[src/rtl/cpu_mc.sv]
// cpu_mc: multi-cycle core with an external request/valid fetch port, run/halt control and a retire counter.
// Min 2 cycles/instruction, each fetch wait cycle adds one. Optional trace port under CPU_MC_TRACE_EN.
module cpu_mc #(
  parameter  int DATA_W  = 16,
  parameter  int NREGS   = 8,
  parameter  int PC_W    = 8,
  localparam int RI_W    = $clog2(NREGS),
  localparam int INSTR_W = 4 + 3*RI_W
) (
  input  logic                    CLK,
  input  logic                    RST_N,
  input  logic                    run,
  output logic                    imem_req,
  output logic [PC_W-1:0]         imem_addr,
  input  logic [INSTR_W-1:0]      imem_rdata,
  input  logic                    imem_valid,
  output logic [PC_W-1:0]         pc,
  output logic                    halted,
  output logic [NREGS*DATA_W-1:0] reg_state,
  output logic [31:0]             retired
`ifdef CPU_MC_TRACE_EN
  ,
  output logic                    trace_valid,
  output logic [PC_W-1:0]         trace_pc,
  output logic [INSTR_W-1:0]      trace_instr
`endif
);

  typedef enum logic [1:0] {S_IDLE, S_FETCH, S_EXEC, S_HALT} state_e;

  state_e               state_q, state_d;
  logic [PC_W-1:0]      pc_q, pc_d;
  logic [INSTR_W-1:0]   ir_q, ir_d;
  logic [31:0]          retired_q, retired_d;
  logic [DATA_W-1:0]    regs_q [NREGS];
  logic                 wr_en;
  logic [DATA_W-1:0]    wr_val;

  logic [3:0]           op;
  logic [RI_W-1:0]      rs, rt, rd;
  logic [DATA_W-1:0]    opa, opb, imm_d;
  logic [PC_W-1:0]      imm_pc;

  assign op     = ir_q[INSTR_W-1 -: 4];
  assign rs     = ir_q[3*RI_W-1 -: RI_W];
  assign rt     = ir_q[2*RI_W-1 -: RI_W];
  assign rd     = ir_q[RI_W-1:0];
  assign opa    = regs_q[rs];
  assign opb    = regs_q[rt];
  // The rs field doubles as the signed immediate for ADDI and BEQZ.
  assign imm_d  = {{(DATA_W-RI_W){rs[RI_W-1]}}, rs};
  assign imm_pc = {{(PC_W-RI_W){rs[RI_W-1]}}, rs};

  always_comb begin
    state_d   = state_q;
    pc_d      = pc_q;
    ir_d      = ir_q;
    retired_d = retired_q;
    wr_en     = 1'b0;
    wr_val    = '0;
    case (state_q)
      S_IDLE:  if (run) state_d = S_FETCH;
      S_FETCH: if (imem_valid) begin
        ir_d    = imem_rdata;
        state_d = S_EXEC;
      end
      S_EXEC: begin
        retired_d = retired_q + 32'd1;
        pc_d      = pc_q + PC_W'(1);
        state_d   = S_FETCH;
        case (op)
          4'd1:  begin wr_en = 1'b1; wr_val = opa + opb;   end
          4'd2:  begin wr_en = 1'b1; wr_val = opa - opb;   end
          4'd3:  begin wr_en = 1'b1; wr_val = opa & opb;   end
          4'd4:  begin wr_en = 1'b1; wr_val = opa | opb;   end
          4'd5:  begin wr_en = 1'b1; wr_val = opa ^ opb;   end
          4'd6:  begin wr_en = 1'b1; wr_val = imm_d + opb; end
          4'd7:  if (opb == '0) pc_d = pc_q + PC_W'(1) + imm_pc;
          4'd15: begin pc_d = pc_q; state_d = S_HALT; end
          default: ;
        endcase
      end
      S_HALT:  ;
      default: state_d = S_IDLE;
    endcase
  end

  always_ff @(posedge CLK or negedge RST_N) begin
    if (!RST_N) begin
      state_q   <= S_IDLE;
      pc_q      <= '0;
      ir_q      <= '0;
      retired_q <= '0;
      for (int i = 0; i < NREGS; i++) regs_q[i] <= '0;
    end else begin
      state_q   <= state_d;
      pc_q      <= pc_d;
      ir_q      <= ir_d;
      retired_q <= retired_d;
      if (wr_en) regs_q[rd] <= wr_val;
    end
  end

  assign imem_req  = (state_q == S_FETCH);
  assign imem_addr = pc_q;
  assign pc        = pc_q;
  assign halted    = (state_q == S_HALT);
  assign retired   = retired_q;

  always_comb begin
    reg_state = '0;
    for (int i = 0; i < NREGS; i++) reg_state[i*DATA_W +: DATA_W] = regs_q[i];
  end

`ifdef CPU_MC_TRACE_EN
  assign trace_valid = (state_q == S_EXEC);
  assign trace_pc    = trace_valid ? pc_q : '0;
  assign trace_instr = trace_valid ? ir_q : '0;
`endif

endmodule

[config.mk]
export PLATFORM = sky130hd
export DESIGN_NAME = cpu_mc
export DESIGN_NICKNAME = d
export VERILOG_FILES = /design/src/rtl/cpu_mc.sv
export SDC_FILE = /design/constraint.sdc
export NUM_CORES = 1
export LEC_CHECK = 0
export ABC_AREA = 1
export CORE_MARGIN = 2
export CORE_UTILIZATION = 55
export CTS_BUF_LIST = sky130_fd_sc_hd__clkbuf_16
export CTS_CLUSTER_SIZE = 40
export DETAILED_ROUTE_END_ITERATION = 6
export PLACE_DENSITY = 0.85
export SYNTH_ARGS = -nofsm -noshare
export SYNTH_HDL_FRONTEND = slang
export SYNTH_SLANG_ARGS = --single-unit
[constraint.sdc]
create_clock -name CLK -period 3.99 [get_ports CLK]
set_input_delay 0.9975 -clock CLK [delete_from_list [all_inputs] [get_ports CLK]]
set_output_delay 0.9975 -clock CLK [all_outputs]
set_load 0.1 [all_outputs]
==> flow_metrics.py, run 1 <==
metrics = {
    "critical_path": {
        "critPathTopFamily": "compound AO/OA/AOI/OAI gates",
        "max_stage_delay_ns": 0.58,
        "r2r_end": "reg_state[111]",
        "critPathArrivalTime_ns": 4.04,
        "start_kind": "flip-flop",
        "rr_startpoint": "ir_q[7]",
        "path_common_cell": "inv_1",
        "critPathCapture": "reg_state[111]",
        "path_cells": "clkinv_1 -> buf_4 -> a21oi_1 -> o21ai_0 -> nand2_1 -> inv_1 -> o21ai_0 -> inv_1 -> ha_1 -> inv_1 -> a21oi_1 -> nand2_1 -> a21oi_1 -> nand3_1 -> nand3_1 -> nand4_1 -> nand2_1 -> inv_1",
        "path_buf_inv": 6,
        "crit_path_start": "ir_q[7]",
        "r2r_setup_slack_ns": 0.29,
        "worstSetupEndpointType": "flip-flop",
        "critical_path_depth": 18,
        "worst_path_max_delay_cell": "o21ai_0",
        "crit_required_ns": 4.32,
        "crit_type": "flip-flop to flip-flop",
        "cp_max_fo": 23,
        "reg2reg_depth": 18,
    },
    "yosys": {
        "synthTopCellsByCount": "552 x nand2_1, 308 x inv_1, 183 x dfrtp_1",
        "async_flop_share": 1.00,
        "synth_cells": 2000,
        "syn_nets": 2096,
        "synth_top_area_share": 0.339,
        "synth.avg_cell_area_sq_um": 6.74,
        "syn_area_sq_um": 13500,
        "yosysMostFrequentCell": "nand2_1",
        "synth_area_leader_cell": "dfrtp_1",
        "yosysWarnings": 0,
        "ys_seq_area_frac": 0.339,
        "ys_seq_elements": 183,
        "yosys.cell_types.count": 49,
        "synth_edf_count": 0,
        "synth_area_leaders": "dfrtp_1 34%, nand2_1 15%, inv_1 8.6%",
        "synthFlopType": "dfrtp_1",
    },
    "placement": {
        "hpwl_microns": 35400,
        "place_congestion": 1.02,
        "dp.cells": 2478,
        "portBuffers": 194,
    },
    "grt": {
        "grt_max_degree": 94,
        "grt.total_usage": 0.371,
        "grt_pass1_vias": 13800,
        "grt_overflow": 0,
        "grt_pass1_wl_microns": 75100,
        "antenna_found_initial": 1,
    },
    "sta": {
        "period_minus_slack_ns": 3.70,
        "rsz0062_at_grt": "no",
        "period_share": 0.928,
        "maxSlewViolCount": 0,
        "fmax_mhz": 270,
        "worst_slew_pin_slew_ns": 1.04,
        "setup_viol": 0,
        "finalHoldViolCount": 0,
        "finClkSkew_ns": 0.0211,
        "tns_ns": 0,
        "slew_headroom": 0.305,
    },
    "floorplan": {
        "core_sq_um": 24200,
        "die_h_microns": 161,
        "io_pins": 195,
        "initial_core_util": 0.558,
        "die_area_sq_um": 25800,
        "num_rows": 57,
        "die_w_microns": 161,
    },
    "cts": {
        "clkSlewWorstSetupHoldPaths_ns": 0.08,
        "cts_made_buffers": 17,
        "htree_levels": 4,
        "cts_tree": "done",
        "cts_sinks": 183,
        "cts_hold_buf": 0,
        "worstSkewPairLatency_ns": 0.45,
        "cts_buffer_depth": 2,
        "root_buffer": "clkbuf_16",
    },
    "routing": {
        "drtIter0Drc": 1749,
        "drtPass1Iterations": 7,
        "post_drt_wl_per_cell_microns": 19.2,
        "vias_per_cell": 5.84,
        "vias": 14700,
        "wl_microns": 48100,
        "drc": 5,
        "ant_nets": 0,
    },
    "cells_and_area": {
        "diodes": 0,
        "area_delta_synth_final_pct": 21.9,
        "final_util": 0.680,
        "stdcell_count": 2510,
        "drive_gt1_frac": 0.0608,
        "layout.nets": 2269,
    },
    "status": {
        "violations": "design-rule violations",
        "status": "finished with violations",
    },
    "job": {
        "drv_cap": 0,
    },
    "hold_path": {
        "hold_class": "flip-flop to flip-flop",
    },
}
layout make-up:
type	instances	area (sq um)
clock buffers	17	425
fillers	2025	7740
well taps	324	405
clock inverters	15	190
repair buffers	247	2400
inverters	319	1200
multi-input cells	1405	7240
flip-flops and latches	183	4580
metrics by stage:
step | instance area [sq um] | setup slack (ns) | hold WS [ns]
floorplan | 13500 | 0.500 | 0.543
global placement | 15800 | 0.265 | 0.463
detailed placement | 15800 | 0.234 | 0.486
CTS | 16400 | 0.227 | 0.494
global route | 16400 | 0.0106 | 0.508
finish | 16400 | 0.285 | 0.490
layer usage:
layer	GRT usage	routed length, microns	vias up
li1	-	-	6709
met1	0.505	18900	6847
met2	0.578	21700	948
met3	0.0852	5810	163
met4	0.140	1760	0
met5	0	0	-
what timing repair did:
action / CTS / global route
setup buffers: 0 / 0
setup endpoints to repair: 0 / 43
resized for setup: 0 / 11
how the worst min path moves through the flow:
stage / startpoint / endpoint / slack (ns) / depth (start not counted)
5_1_grt: retired[31] / retired[31] / 0.51 / 1
4_1_cts: retired[31] / retired[31] / 0.49 / 1
2_1_floorplan: ir_q[1] / ir_q[1] / 0.54 / 2
3_3_place_gp: retired[31] / retired[31] / 0.46 / 1
6_report: retired[31] / retired[31] / 0.49 / 1
3_5_place_dp: retired[31] / retired[31] / 0.49 / 1
placed cells by master (no fill, tap or decap), types with 4 or more instances in the layout:
cell             count
inv_1              307
clkdlybuf4s50_1    192
nor4_1               4
nor2_1             113
a31oi_1             16
nand3b_1             6
xnor2_1             11
or2_2               10
o21ai_0            172
inv_2               10
nand2_1            552
clkinv_8             6
a21oi_1            113
nor3_1              13
a21o_1               6
buf_4               49
o22ai_1             14
ha_1                76
buf_12               5
nand3_1            175
o21ai_1             31
dfrtp_1            181
xor2_1              26
nand4_1             26
clkbuf_16           17
nor2_2               6
nor2_4               4
kinds of logic after synthesis:
| family | Yosys count | share of synthesized area |
|---|---|---|
| DFF | 183 | 0.339 |
| adders and majority gates | 79 | 0.0749 |
| AOI/OAI and AO/OA | 367 | 0.144 |
| and+or+nand+nor | 921 | 0.291 |
| muxes | 1 | 0.000742 |
| buffers and inverters | 412 | 0.125 |
| xor gates and xnor gates | 37 | 0.0240 |
registers in the layout, summed over array words and instances, names as in the netlist:
signal / cells
reg_state: 128
state_q: 2
ir_q: 13
imem_addr: 8
retired: 32
worst reg2reg max path: stages (launching register included):
cell and delay [ns]:
dfrtp_1 0.39, clkinv_1 0.10, buf_4 0.24, a21oi_1 0.18, o21ai_0 0.12, nand2_1 0.08
inv_1 0.05, o21ai_0 0.58, inv_1 0.14, ha_1 0.39, inv_1 0.11, a21oi_1 0.16
nand2_1 0.07, a21oi_1 0.24, nand3_1 0.11, nand3_1 0.33, nand4_1 0.17, nand2_1 0.10
inv_1 0.04
Power of run 1 is not shown: default switching activity piles up to over one toggle a cycle in this logic, so the estimate is an artifact.
==> run 2: changes to the inputs <==
--- a/config.mk
+++ b/config.mk
@@ -12,6 +12,7 @@
 export CTS_CLUSTER_SIZE = 40
 export DETAILED_ROUTE_END_ITERATION = 6
 export PLACE_DENSITY = 0.85
+export SKIP_CTS_REPAIR_TIMING = 1
 export SYNTH_ARGS = -nofsm -noshare
 export SYNTH_HDL_FRONTEND = slang
 export SYNTH_SLANG_ARGS = --single-unit
==> results of run 2 <==
The final DEF is identical to that of run 1; final timing and power are the same.
Power of run 2 is left out for the same reason.
==> run 3: changes to the inputs <==
--- a/config.mk
+++ b/config.mk
@@ -7,11 +7,12 @@
 export LEC_CHECK = 0
 export ABC_AREA = 1
 export CORE_MARGIN = 2
-export CORE_UTILIZATION = 55
+export CORE_UTILIZATION = 35
 export CTS_BUF_LIST = sky130_fd_sc_hd__clkbuf_16
 export CTS_CLUSTER_SIZE = 40
 export DETAILED_ROUTE_END_ITERATION = 6
-export PLACE_DENSITY = 0.85
+export GPL_TIMING_DRIVEN = 0
+export PLACE_DENSITY = 0.59
 export SKIP_CTS_REPAIR_TIMING = 1
 export SYNTH_ARGS = -nofsm -noshare
 export SYNTH_HDL_FRONTEND = slang
==> flow_metrics.py, run 3 (synthesis gave the netlist of run 1 again) <==
metrics = {
    "cells_and_area": {
        "drive_gt1_frac": 0.0875,
        "diodes": 0,
        "largest_register_ffs": 128,
        "final_common_cell": "nand2_1",
        "layout.nets": 2314,
        "area_delta_synth_final_pct": 26.3,
        "most-common-layout-cells": "552 x nand2_1, 309 x inv_1, 193 x clkdlybuf4s50_1",
    },
    "critical_path": {
        "critPathArrivalTime_ns": 4.21,
        "worstSetupEndpointType": "flip-flop",
        "crit_required_ns": 4.33,
        "r2r_end": "reg_state[106]",
        "r2r_setup_slack_ns": 0.12,
        "start_kind": "flip-flop",
        "rr_startpoint": "ir_q[4]",
        "crit_type": "flip-flop to flip-flop",
        "reg2reg_depth": 15,
        "crit_path_start": "ir_q[4]",
        "cp_max_fo": 10,
    },
    "sta": {
        "fmax_mhz": 258,
        "finClkSkew_ns": 0.0128,
        "slew_headroom": 0.151,
        "period_share": 0.971,
        "maxSlewViolCount": 0,
        "fin_ws_ns": 0.118,
        "worst_slew_pin_slew_ns": 1.27,
        "period_minus_slack_ns": 3.87,
        "tns_ns": 0,
        "setup_viol": 0,
        "finalHoldViolCount": 0,
    },
    "cts": {
        "htree_levels": 4,
        "cts_tree": "done",
        "clkSlewWorstSetupHoldPaths_ns": 0.07,
        "worstSkewPairLatency_ns": 0.45,
        "cts_made_buffers": 17,
        "cts_buffer_depth": 2,
        "cts_sinks": 183,
        "root_buffer": "clkbuf_16",
    },
    "grt": {
        "grt_overflow": 0,
        "antenna_found_initial": 1,
        "grt.total_usage": 0.281,
        "grt_pass1_wl_microns": 85800,
        "grt_pass1_vias": 13900,
        "grt_max_degree": 93,
    },
    "routing": {
        "drtIter0Drc": 1370,
        "wl_microns": 57800,
        "ant_nets": 0,
        "vias_per_cell": 5.28,
        "drc": 0,
        "post_drt_wl_per_cell_microns": 21.1,
        "drtPass1Iterations": 7,
        "vias": 14500,
    },
    "floorplan": {
        "num_rows": 71,
        "initial_core_util": 0.356,
        "die_area_sq_um": 40100,
        "die_h_microns": 200,
        "die_w_microns": 200,
        "io_pins": 195,
        "core_sq_um": 37800,
    },
    "status": {
        "status": "finished, final reports clean",
    },
    "placement": {
        "pre_cts_ws_ns": -1.15,
        "portBuffers": 194,
        "hpwl_microns": 44500,
        "place_congestion": 0.963,
    },
    "hold_path": {
        "hold_path_depth": 1,
        "whs_endpoint": "retired[31]",
        "hold_start": "retired[31]",
        "hold_class": "flip-flop to flip-flop",
    },
    "job": {
        "drv_cap": 0,
    },
}
-- run 3: through the flow --
step,cells,util,area (sq um),hold WS [ns]
finish,2739,0.450,17000,0.479
global route,2739,0.450,17000,0.509
CTS,2735,0.440,16700,0.492
detailed placement,2706,0.426,16100,0.482
global placement,2705,0.425,16100,0.459
floorplan,2000,-,13500,0.543
-- run 3: worst max-delay path by stage --
stage | depth (start not counted) | to
finish | 15 | reg_state[106]
global placement | 1 | reg_state[19]
detailed placement | 20 | reg_state[74]
global route | 20 | reg_state[59]
CTS | 20 | reg_state[74]
floorplan | 20 | reg_state[13]
-- run 3: cell type report --
| type | count | area [sq um] |
|---|---|---|
| fillers | 3996 | 20800 |
| clock buffers | 17 | 425 |
| well taps | 511 | 639 |
| clock inverters | 12 | 131 |
| repair buffers | 199 | 2020 |
| inverters | 319 | 1200 |
| plain buffers | 93 | 544 |
| multi-input cells | 1405 | 7500 |
| flip-flops and latches | 183 | 4580 |
-- run 3: worst max-delay path, stage by stage, from the launching register on --
cell and delay (ns):
dfrtp_1 0.32, buf_2 0.25, clkbuf_1 0.61, nand3_1 0.22, nand3_1 0.13, nand2_1 0.22, ha_1 0.41, inv_1 0.09
a21oi_1 0.23, o21bai_1 0.15, nand3b_1 0.24, or2_2 0.30, nand3_1 0.11, nand3_4 0.20, o21ai_0 0.22, inv_1 0.05
-- run 3: per-layer routing --
| metal | track usage | up-vias | share of wire |
|---|---|---|---|
| met3 | 0.0449 | 75 | 0.077 |
| met4 | 0.0759 | 2 | 0.022 |
| met1 | 0.393 | 6951 | 0.45 |
| met5 | 0 | - | 0.00028 |
| li1 | - | 6810 | - |
| met2 | 0.451 | 614 | 0.46 |
Power of run 3 is left out for the same reason.
